## src/rtl/gbsha_mac_sequencer.sv

```systemverilog
// Sequencer for an external 4-tap MAC: loads mode and taps, streams samples and collects results.
// Optional MAC_SEQ_UNDERRUN_EN adds underrun_cnt, a saturating count of zero-inserted READ cycles.
module gbsha_mac_sequencer #(
  parameter int N_TAPS = 4,
  parameter int BW_in  = 6,
  parameter int BW_out = 8
) (
  input  logic                    clk,
  input  logic                    reset,
  input  logic                    cfg_start,
  input  logic                    cfg_stop,
  input  logic                    cfg_lsb,
  input  logic [N_TAPS*BW_in-1:0] coef_data,
  output logic                    cfg_busy,
  input  logic                    s_valid,
  input  logic [BW_in-1:0]        s_data,
  output logic                    s_ready,
  output logic                    r_valid,
  output logic [2*BW_out-1:0]     r_data,
  output logic                    mac_rst,
  output logic [BW_in-1:0]        mac_in,
  input  logic [BW_out-1:0]       mac_out
`ifdef MAC_SEQ_UNDERRUN_EN
  ,
  output logic [7:0]              underrun_cnt
`endif
);

  localparam int LSB_W = 5;
  localparam logic [2:0] S_IDLE  = 3'd0;
  localparam logic [2:0] S_CFG   = 3'd1;
  localparam logic [2:0] S_COEF0 = 3'd2;
  localparam logic [2:0] S_COEF1 = 3'd3;
  localparam logic [2:0] S_COEF2 = 3'd4;
  localparam logic [2:0] S_COEF3 = 3'd5;
  localparam logic [2:0] S_RUN   = 3'd6;

  logic [2:0]                   state_q, state_d;
  logic                         phase_q, phase_d;  // 0 = READ, 1 = SHIFT
  logic                         lsb_q;
  logic [N_TAPS-1:0][BW_in-1:0] coef_q;
  logic [1:0]                   vld_pipe_q;        // [0] MSB capture due, [1] LSB capture due
  logic [BW_out-1:0]            msb_q;
  logic [LSB_W-1:0]             lsb5_q;
  logic                         r_valid_q;
  logic                         start_acc, stop_acc, read_fire;

  assign start_acc = (state_q == S_IDLE) && cfg_start;
  assign stop_acc  = (state_q == S_RUN) && cfg_stop;
  assign read_fire = (state_q == S_RUN) && !phase_q && !cfg_stop;

  assign s_ready  = read_fire;
  assign cfg_busy = (state_q != S_IDLE);
  assign mac_rst  = reset || (state_q == S_IDLE);
  assign r_valid  = r_valid_q;
  assign r_data   = {msb_q, 3'b000, lsb5_q};

  always_comb begin
    state_d = state_q;
    phase_d = phase_q;
    mac_in  = '0;
    case (state_q)
      S_IDLE:  if (cfg_start) state_d = S_CFG;
      S_CFG:   begin mac_in = BW_in'(lsb_q); state_d = S_COEF0; end
      // The MAC expects the oldest-sample tap first.
      S_COEF0: begin mac_in = coef_q[3]; state_d = S_COEF1; end
      S_COEF1: begin mac_in = coef_q[2]; state_d = S_COEF2; end
      S_COEF2: begin mac_in = coef_q[1]; state_d = S_COEF3; end
      S_COEF3: begin mac_in = coef_q[0]; state_d = S_RUN; phase_d = 1'b0; end
      S_RUN: begin
        if (cfg_stop) begin
          state_d = S_IDLE;
          phase_d = 1'b0;
        end else begin
          phase_d = lsb_q & ~phase_q;
          if (!phase_q && s_valid) mac_in = s_data;
        end
      end
      default: state_d = S_IDLE;
    endcase
  end

  always_ff @(posedge clk) begin
    if (reset) begin
      state_q    <= S_IDLE;
      phase_q    <= 1'b0;
      lsb_q      <= 1'b0;
      coef_q     <= '0;
      vld_pipe_q <= '0;
      msb_q      <= '0;
      lsb5_q     <= '0;
      r_valid_q  <= 1'b0;
    end else begin
      state_q   <= state_d;
      phase_q   <= phase_d;
      r_valid_q <= 1'b0;
      if (start_acc) begin
        lsb_q  <= cfg_lsb;
        coef_q <= coef_data;
      end
      // A stop drops every result still travelling through the MAC.
      vld_pipe_q <= stop_acc ? 2'b00 : {vld_pipe_q[0] & lsb_q, read_fire};
      if (vld_pipe_q[0] && !stop_acc) begin
        msb_q <= mac_out;
        if (!lsb_q) begin
          lsb5_q    <= '0;
          r_valid_q <= 1'b1;
        end
      end
      if (vld_pipe_q[1] && !stop_acc) begin
        lsb5_q    <= mac_out[LSB_W-1:0];
        r_valid_q <= 1'b1;
      end
    end
  end

`ifdef MAC_SEQ_UNDERRUN_EN
  logic [7:0] underrun_q;

  always_ff @(posedge clk) begin
    if (reset || start_acc)
      underrun_q <= '0;
    else if (read_fire && !s_valid && underrun_q != 8'hFF)
      underrun_q <= underrun_q + 8'd1;
  end

  assign underrun_cnt = underrun_q;
`endif

endmodule

```

## config.mk

```make
export PLATFORM = sky130hd
export DESIGN_NAME = gbsha_mac_sequencer
export DESIGN_NICKNAME = d
export VERILOG_FILES = /design/src/rtl/gbsha_mac_sequencer.sv
export SDC_FILE = /design/constraint.sdc
export NUM_CORES = 1
export LEC_CHECK = 0
export ABC_AREA = 1
export CAP_MARGIN = 20
export CORE_ASPECT_RATIO = 1.1
export CORE_MARGIN = 2
export CORE_UTILIZATION = 47
export DETAILED_ROUTE_END_ITERATION = 16
export PLACE_DENSITY = 0.93
export SLEW_MARGIN = 20
export SYNTH_ARGS = -nofsm -noshare
export SYNTH_HDL_FRONTEND = slang
export SYNTH_SLANG_ARGS = --single-unit
```

## constraint.sdc

```tcl
create_clock -name clk -period 1.8 [get_ports clk]
set_input_delay 0.27 -clock clk [delete_from_list [all_inputs] [get_ports clk]]
set_output_delay 0.27 -clock clk [all_outputs]
set_load 0.03 [all_outputs]
```

==> flow_summary.yaml, run 1 <==
status:
  status: "finished, violations left"
  violations: "setup timing"
die:
  start_util_pct: 48.4
  die_x_um: 64.5
  die-area_mm2: 0.00454
  die_h_um: 70.5
  rows: 24
  boundaryPins: 70
  core-area_mm2: 0.00390
placement:
  dp.cells: 365
  dp_hpwl_mm: 3.64
  place.gp.congestion: 0.834
  preCtsSetupSlack_ps: -96.3
  io_buffer_count: 66
  place_area_mm2: 0.00256
power:
  p_leak_nw: 1.08
  power_mw: 2.35
  p_per_area_mw_per_mm2: 842
  vdd_drop_max_v: 0.000722
global_routing:
  grt_pass1_vias: 1825
  grt_use_total_pct: 23.2
  overflow: 0
  grt_max_degree: 40
  antenna_found_initial: 0
  grt_pass1_wl_mm: 8.18
logic_synthesis:
  ys_top_cells_by_area: "dfxtp_1 (48%), a21oi_1 (9.3%), nand3_1 (7.4%)"
  syn-cell-area_mm2: 0.00189
  synth_edf_count: 0
  synthXorXnorAreaFrac_pct: 0
  synth_top_area_cell: "dfxtp_1"
  synth.distinct_cells: 25
  synth_top_family_by_area: "simple AND/OR/NAND/NOR gates"
  ys_ff_latch: 45
  yosysTopAreaCellShare_pct: 47.7
  yosys-top-cells-count: "dfxtp_1 (45), a21oi_1 (35), nand2_1 (29)"
  synth_mux_area_share_pct: 0
  yosysWarnings: 0
  syn_inst: 252
  synth_simple_gate_area_share_pct: 22.5
  synth-compound-area-share_pct: 18.9
  synthArstFlopShare_pct: 0
  synth_most_common_cell: "dfxtp_1"
  yosys.area_share.adder_pct: 0
  syn_avg_cell_area_um2: 7.50
  yosysSeqAreaShare_pct: 47.7
  synth-main-ff-cell: "dfxtp_1"
critical_path:
  cp.required_ps: 1530
  cp.arrival_ps: 1570
  worstSetupPathType: "flop to primary output"
  cp-start-kind: "flop"
  cp.depth: 5
  slowest_delay_ps: 380
  end_kind: "primary output"
  crit_family: "flip-flops"
  worst-path-buf-inv: 2
  r2r_cells: 7
  crit_chain: "inv_1, nand3_4, o22ai_1, nand3b_1, buf_6"
  crit_slowest_cell: "dfxtp_4"
  cp_max_fo: 7
clock_network:
  cts_tree: "built"
  cts_root_buf: "clkbuf_8"
  numCtsBuffers: 5
  cts.sinks: 45
  clk_latency_ps: 300
  clkSlewWorstSetupHoldPaths_ps: 80
  holdBufCountCts: 0
  htreeDepth: 2
  clk_path_buf_depth: 2
layout:
  syn2layout_area_growth_pct: 47.6
  stdcell_area_mm2: 0.00279
  instances_no_fill: 374
  drive_gt1_share_pct: 14.6
  n_antenna_cell: 0
  nets: 365
detailed_routing:
  drcViolationCount: 0
  initialDrtViolationCount: 107
  drt_wl_total_mm: 5.25
  vias: 1970
  vias_per_cell: 5.27
  firstDrtPassIters: 4
  avgRoutedWirePerCell_um: 14.0
  ant_nets: 0
timing:
  fmax_mhz: 544
  fin_crit_sh_pct: 102
  hold_viol: 0
  finalWorstSetupSlack_ps: -36.8
  finalMaxSlewViolations: 0
  period_needed_ps: 1840
  finClkSkew_ps: 5.39
  setup_viol: 1
  rsz0062_at_grt: "yes"
hold_path:
  hp-class: "flop to flop"
  min_path_cells: 2
run:
  maxCapViolCount: 0
[cell usage in the layout (no fill, tap or decap), types with 2 or more instances in the layout]
cell and instances:
a21oi_2 2, o211ai_1 2, inv_2 5, o21ai_0 24, nor2_4 2, nand3_4 3
conb_1 3, nand3_1 23, nor2_1 24, buf_4 13, nor3_1 2, a21oi_1 33
buf_6 3, nand3_2 2, inv_1 23, nand2_1 28, clkbuf_8 6, clkdlybuf4s50_1 57
nand2_2 3, o22ai_1 3, dfxtp_4 3, dfxtp_1 42, nand4_1 5
[worst paths after layout]
path                   start         end  slack (ps)
setup / recovery  state_q[2]   mac_in[1]         -40
hold / removal     coef_q[7]   coef_q[7]         460
setup reg to reg  state_q[1]  coef_q[10]         130
hold reg to reg    coef_q[7]   coef_q[7]         460
[kinds of logic (layout without fill, tap and decap cells)]
kind of cell	Yosys count	count (layout)
other	1	3
buffers and inverters	43	111
and+or+nand+nor	95	95
DFF	45	45
AOI/OAI and AO/OA	68	68
[tightest hold or removal path, cell delays in order (launching register included)]
cell	delay (ps)
dfxtp_1	300
inv_1	60
a21oi_1	60
[sequential cells by signal, summed over array words and instances, names as in the netlist]
register / count
lsb5_q: 5
vld_pipe_q: 2
msb_q: 8
lsb_q: 1
coef_q: 24
phase_q: 1
r_valid: 1
state_q: 3
[metrics by stage]
step | setup TNS, ps | utilization (%) | hold slack, ps
2_1_floorplan | 0 | - | 347
3_3_place_gp | -90.9 | 65.7 | 438
3_5_place_dp | -342 | 65.7 | 448
4_1_cts | 0 | 69.5 | 460
5_1_grt | -342 | 71.4 | 483
6_report | -36.8 | 71.4 | 457
[cell type report]
class / instances / area (µm²)
sequential: 45 / 912
fill: 300 / 1110
inverter: 29 / 111
timing repair buffer: 74 / 711
clock buffer: 7 / 86.3
clock inverter: 1 / 30.0
multi-input combinational: 166 / 873
tap: 52 / 65.1
[power by group]
group / switching, mW / internal [mW]
sequential: 0.0423 / 1.06
clock: 0.336 / 0.452
combinational: 0.260 / 0.192
[per-layer routing]
| metal | track usage, % | vias to the layer above | part of all wire, % |
|---|---|---|---|
| met5 | 0 | - | 0 |
| met4 | 8.75 | 0 | 2.6 |
| met3 | 5.64 | 12 | 7.1 |
| met2 | 39.9 | 95 | 52 |
| met1 | 27.8 | 890 | 38 |
| li1 | - | 973 | - |
[repair_timing]
action	4_1_cts	5_1_grt
setup endpoints to repair	8	20
gates resized for setup	11	18
gates cloned	0	0
setup buffers	0	1
pin swaps	0	1
(Power assumes the default switching activity.)
==> inputs of run 2 (changes only) <==
Settings changed: ABC_AREA 1 to 0.
==> flow_summary.yaml, run 2 <==
clock_network:
  clk_latency_ps: 310
  htreeDepth: 2
  holdBufCountCts: 0
  clk_path_buf_depth: 2
  clkSlewWorstSetupHoldPaths_ps: 70
  cts.sinks: 45
  numCtsBuffers: 5
  cts_tree: "built"
  cts_root_buf: "clkbuf_8"
placement:
  dp_hpwl_mm: 3.58
  place.gp.congestion: 0.853
  io_buffer_count: 66
  place_area_mm2: 0.00270
critical_path:
  cp.arrival_ps: 1680
  cp_common_cell: "buf_6"
  cp_max_fo: 8
  crit_slowest_cell: "dfxtp_2"
  worst-path-buf-inv: 3
  cp.depth: 6
  r2r_start: "state_q[1]"
  worstSetupPathType: "flop to primary output"
  ff2ff_setup_slack_ps: 270
  r2r_cells: 7
  crit_start: "state_q[2]"
  crit_end: "mac_in[0]"
  slowest_delay_ps: 330
  r2r-end: "coef_q[12]"
  crit_chain: "buf_6, nor2b_4, buf_6, a221o_1, a22o_1, buf_6"
  cp.required_ps: 1530
  crit_family: "compound AO/OA/AOI/OAI gates"
  end_kind: "primary output"
  cp-start-kind: "flop"
timing:
  finClkSkew_ps: 10.9
  maxSlewHeadroom_pct: 65.9
  rsz0062_at_grt: "yes"
  worst_pin_slew_ps: 499
  fin_crit_sh_pct: 108
  setup_viol: 6
  finalWorstSetupSlack_ps: -149
  period_needed_ps: 1950
  hold_viol: 0
  finalMaxSlewViolations: 0
  fmax_mhz: 513
  tns_ps: -614
  worst_hold_slack_ps: 457
layout:
  syn2layout_area_growth_pct: 51.0
  n_antenna_cell: 0
  reg_top3: "coef_q: 24 flops, msb_q: 8 flops, lsb5_q: 5 flops"
  final_util_pct: 73.8
  final_common_cell: "nand2_1"
  largest_register: "coef_q"
  seq_area_um2: 906
  n_fill_cell: 321
  final_cell_mix: "nand2_1 (64), clkdlybuf4s50_1 (56), dfxtp_1 (43)"
  largest_reg_flops: 24
  drive_gt1_share_pct: 17.7
  multiInputGateArea_um2: 968
  nets: 353
  stdcell_area_mm2: 0.00293
logic_synthesis:
  ys_ff_latch: 45
  syn-cell-area_mm2: 0.00194
  syn_inst: 236
  synth-main-ff-cell: "dfxtp_1"
  yosysTopAreaCellShare_pct: 46.5
  syn_avg_cell_area_um2: 8.21
  yosys-top-cells-count: "nand2_1 (64), dfxtp_1 (45), a21oi_1 (37)"
  yosysWarnings: 0
  synthArstFlopShare_pct: 0
  yosysSeqAreaShare_pct: 46.5
  synth_top_area_cell: "dfxtp_1"
  synth_edf_count: 0
  synth_most_common_cell: "nand2_1"
  synth.distinct_cells: 35
  ys_top_cells_by_area: "dfxtp_1 (47%), nand2_1 (12%), a21oi_1 (9.6%)"
detailed_routing:
  vias: 1963
  ant_nets: 0
  drt_wl_total_mm: 5.37
  vias_per_cell: 5.42
  initialDrtViolationCount: 152
  avgRoutedWirePerCell_um: 14.8
  drcViolationCount: 0
  firstDrtPassIters: 4
power:
  vdd_drop_max_v: 0.000527
  p_leak_nw: 1.10
  power_mw: 2.37
  p_per_area_mw_per_mm2: 810
die:
  die_x_um: 65.2
  start_util_pct: 48.9
  die-area_mm2: 0.00465
  die_h_um: 71.3
  core-area_mm2: 0.00396
  boundaryPins: 70
  rows: 24
global_routing:
  grt_max_degree: 46
  globalRouteMet1Util_pct: 27.1
  use_met3_pct: 7.06
  use_met2_pct: 40.9
  overflow: 0
  grt_pass1_wl_mm: 8.41
  antenna_found_initial: 0
  grt_pass1_vias: 1849
  busiest_layer: "met2"
  grt_use_total_pct: 23.7
status:
  violations: "setup timing"
  status: "finished, violations left"
run:
  maxCapViolCount: 0
hold_path:
  hp-class: "flop to flop"
-- run 2: cell types whose count changed in the layout (fill, tap and decap cells not counted), moves of 5 or more --
cell	change
nand2_1	+36
inv_1	-22
o21ai_0	-22
nand3_1	-15
nor2_1	-13
buf_6	+8
a22oi_1	+7
inv_2	-5
nand4_1	-5
-- run 2: worst min path at each step --
stage | slack [ps] | cells past startpoint | endpoint | start
after floorplan | 410 | 2 | coef_q[2] | coef_data[2]
after CTS | 450 | 4 | phase_q | cfg_stop
final | 460 | 2 | coef_q[6] | coef_q[6]
after detailed placement | 450 | 2 | coef_q[6] | coef_q[6]
after global routing | 480 | 2 | coef_q[17] | coef_q[17]
after global placement | 440 | 2 | msb_q[7] | msb_q[7]
-- run 2: metrics by stage --
step | std cells | setup slack [ps]
2_1_floorplan | 238 | 117
3_3_place_gp | 352 | -576
3_5_place_dp | 352 | -597
4_1_cts | 362 | -141
5_1_grt | 362 | -192
6_report | 362 | -149
-- run 2: cell type report --
cell class / instances / area share, %
Timing Repair Buffer: 86 / 29.6
Clock buffer: 7 / 2.95
Multi-Input combinational cell: 170 / 33.1
Clock inverter: 1 / 1.03
Inverter: 1 / 0.128
Tap cell: 52 / 2.22
Sequential cell: 45 / 31.0
-- run 2: cell families (layout without fill, tap and decap cells) --
kind of cell           count (synthesis)  after routing  synth area share [%]
AOI/OAI and AO/OA                     61             61                  19.4
muxes                                  6              6                  3.29
DFF                                   45             45                  46.5
buffers and inverters                 23             95                  6.91
and+or+nand+nor                      100            100                  23.7
other                                  1              3                 0.194
-- run 2: worst min-delay path, delay by kind of cell, from the launching register on --
family | cells | cell delay [ps]
and+or+nand+nor | 1 | 50
DFF | 1 | 310
AOI/OAI and AO/OA | 1 | 50
-- run 2: routing by layer --
| metal | share of wire (%) | wire length (µm) |
|---|---|---|
| met1 | 39 | 2070 |
| met5 | 0 | 0 |
| met3 | 7.6 | 407 |
| met4 | 1.8 | 97 |
| met2 | 52 | 2790 |
-- run 2: where the power goes --
group	switching, mW	internal [mW]
clock	0.346	0.453
sequential	0.0345	1.04
combinational	0.243	0.249
total	0.624	1.75
-- run 2: timing repair --
item                                    in CTS  in global routing
pin swaps                                   10                  2
endpoints found under the hold margin        0                  0
setup buffers                                3                  0
endpoints found under the setup margin       6                  8
resized for setup                           30                  7
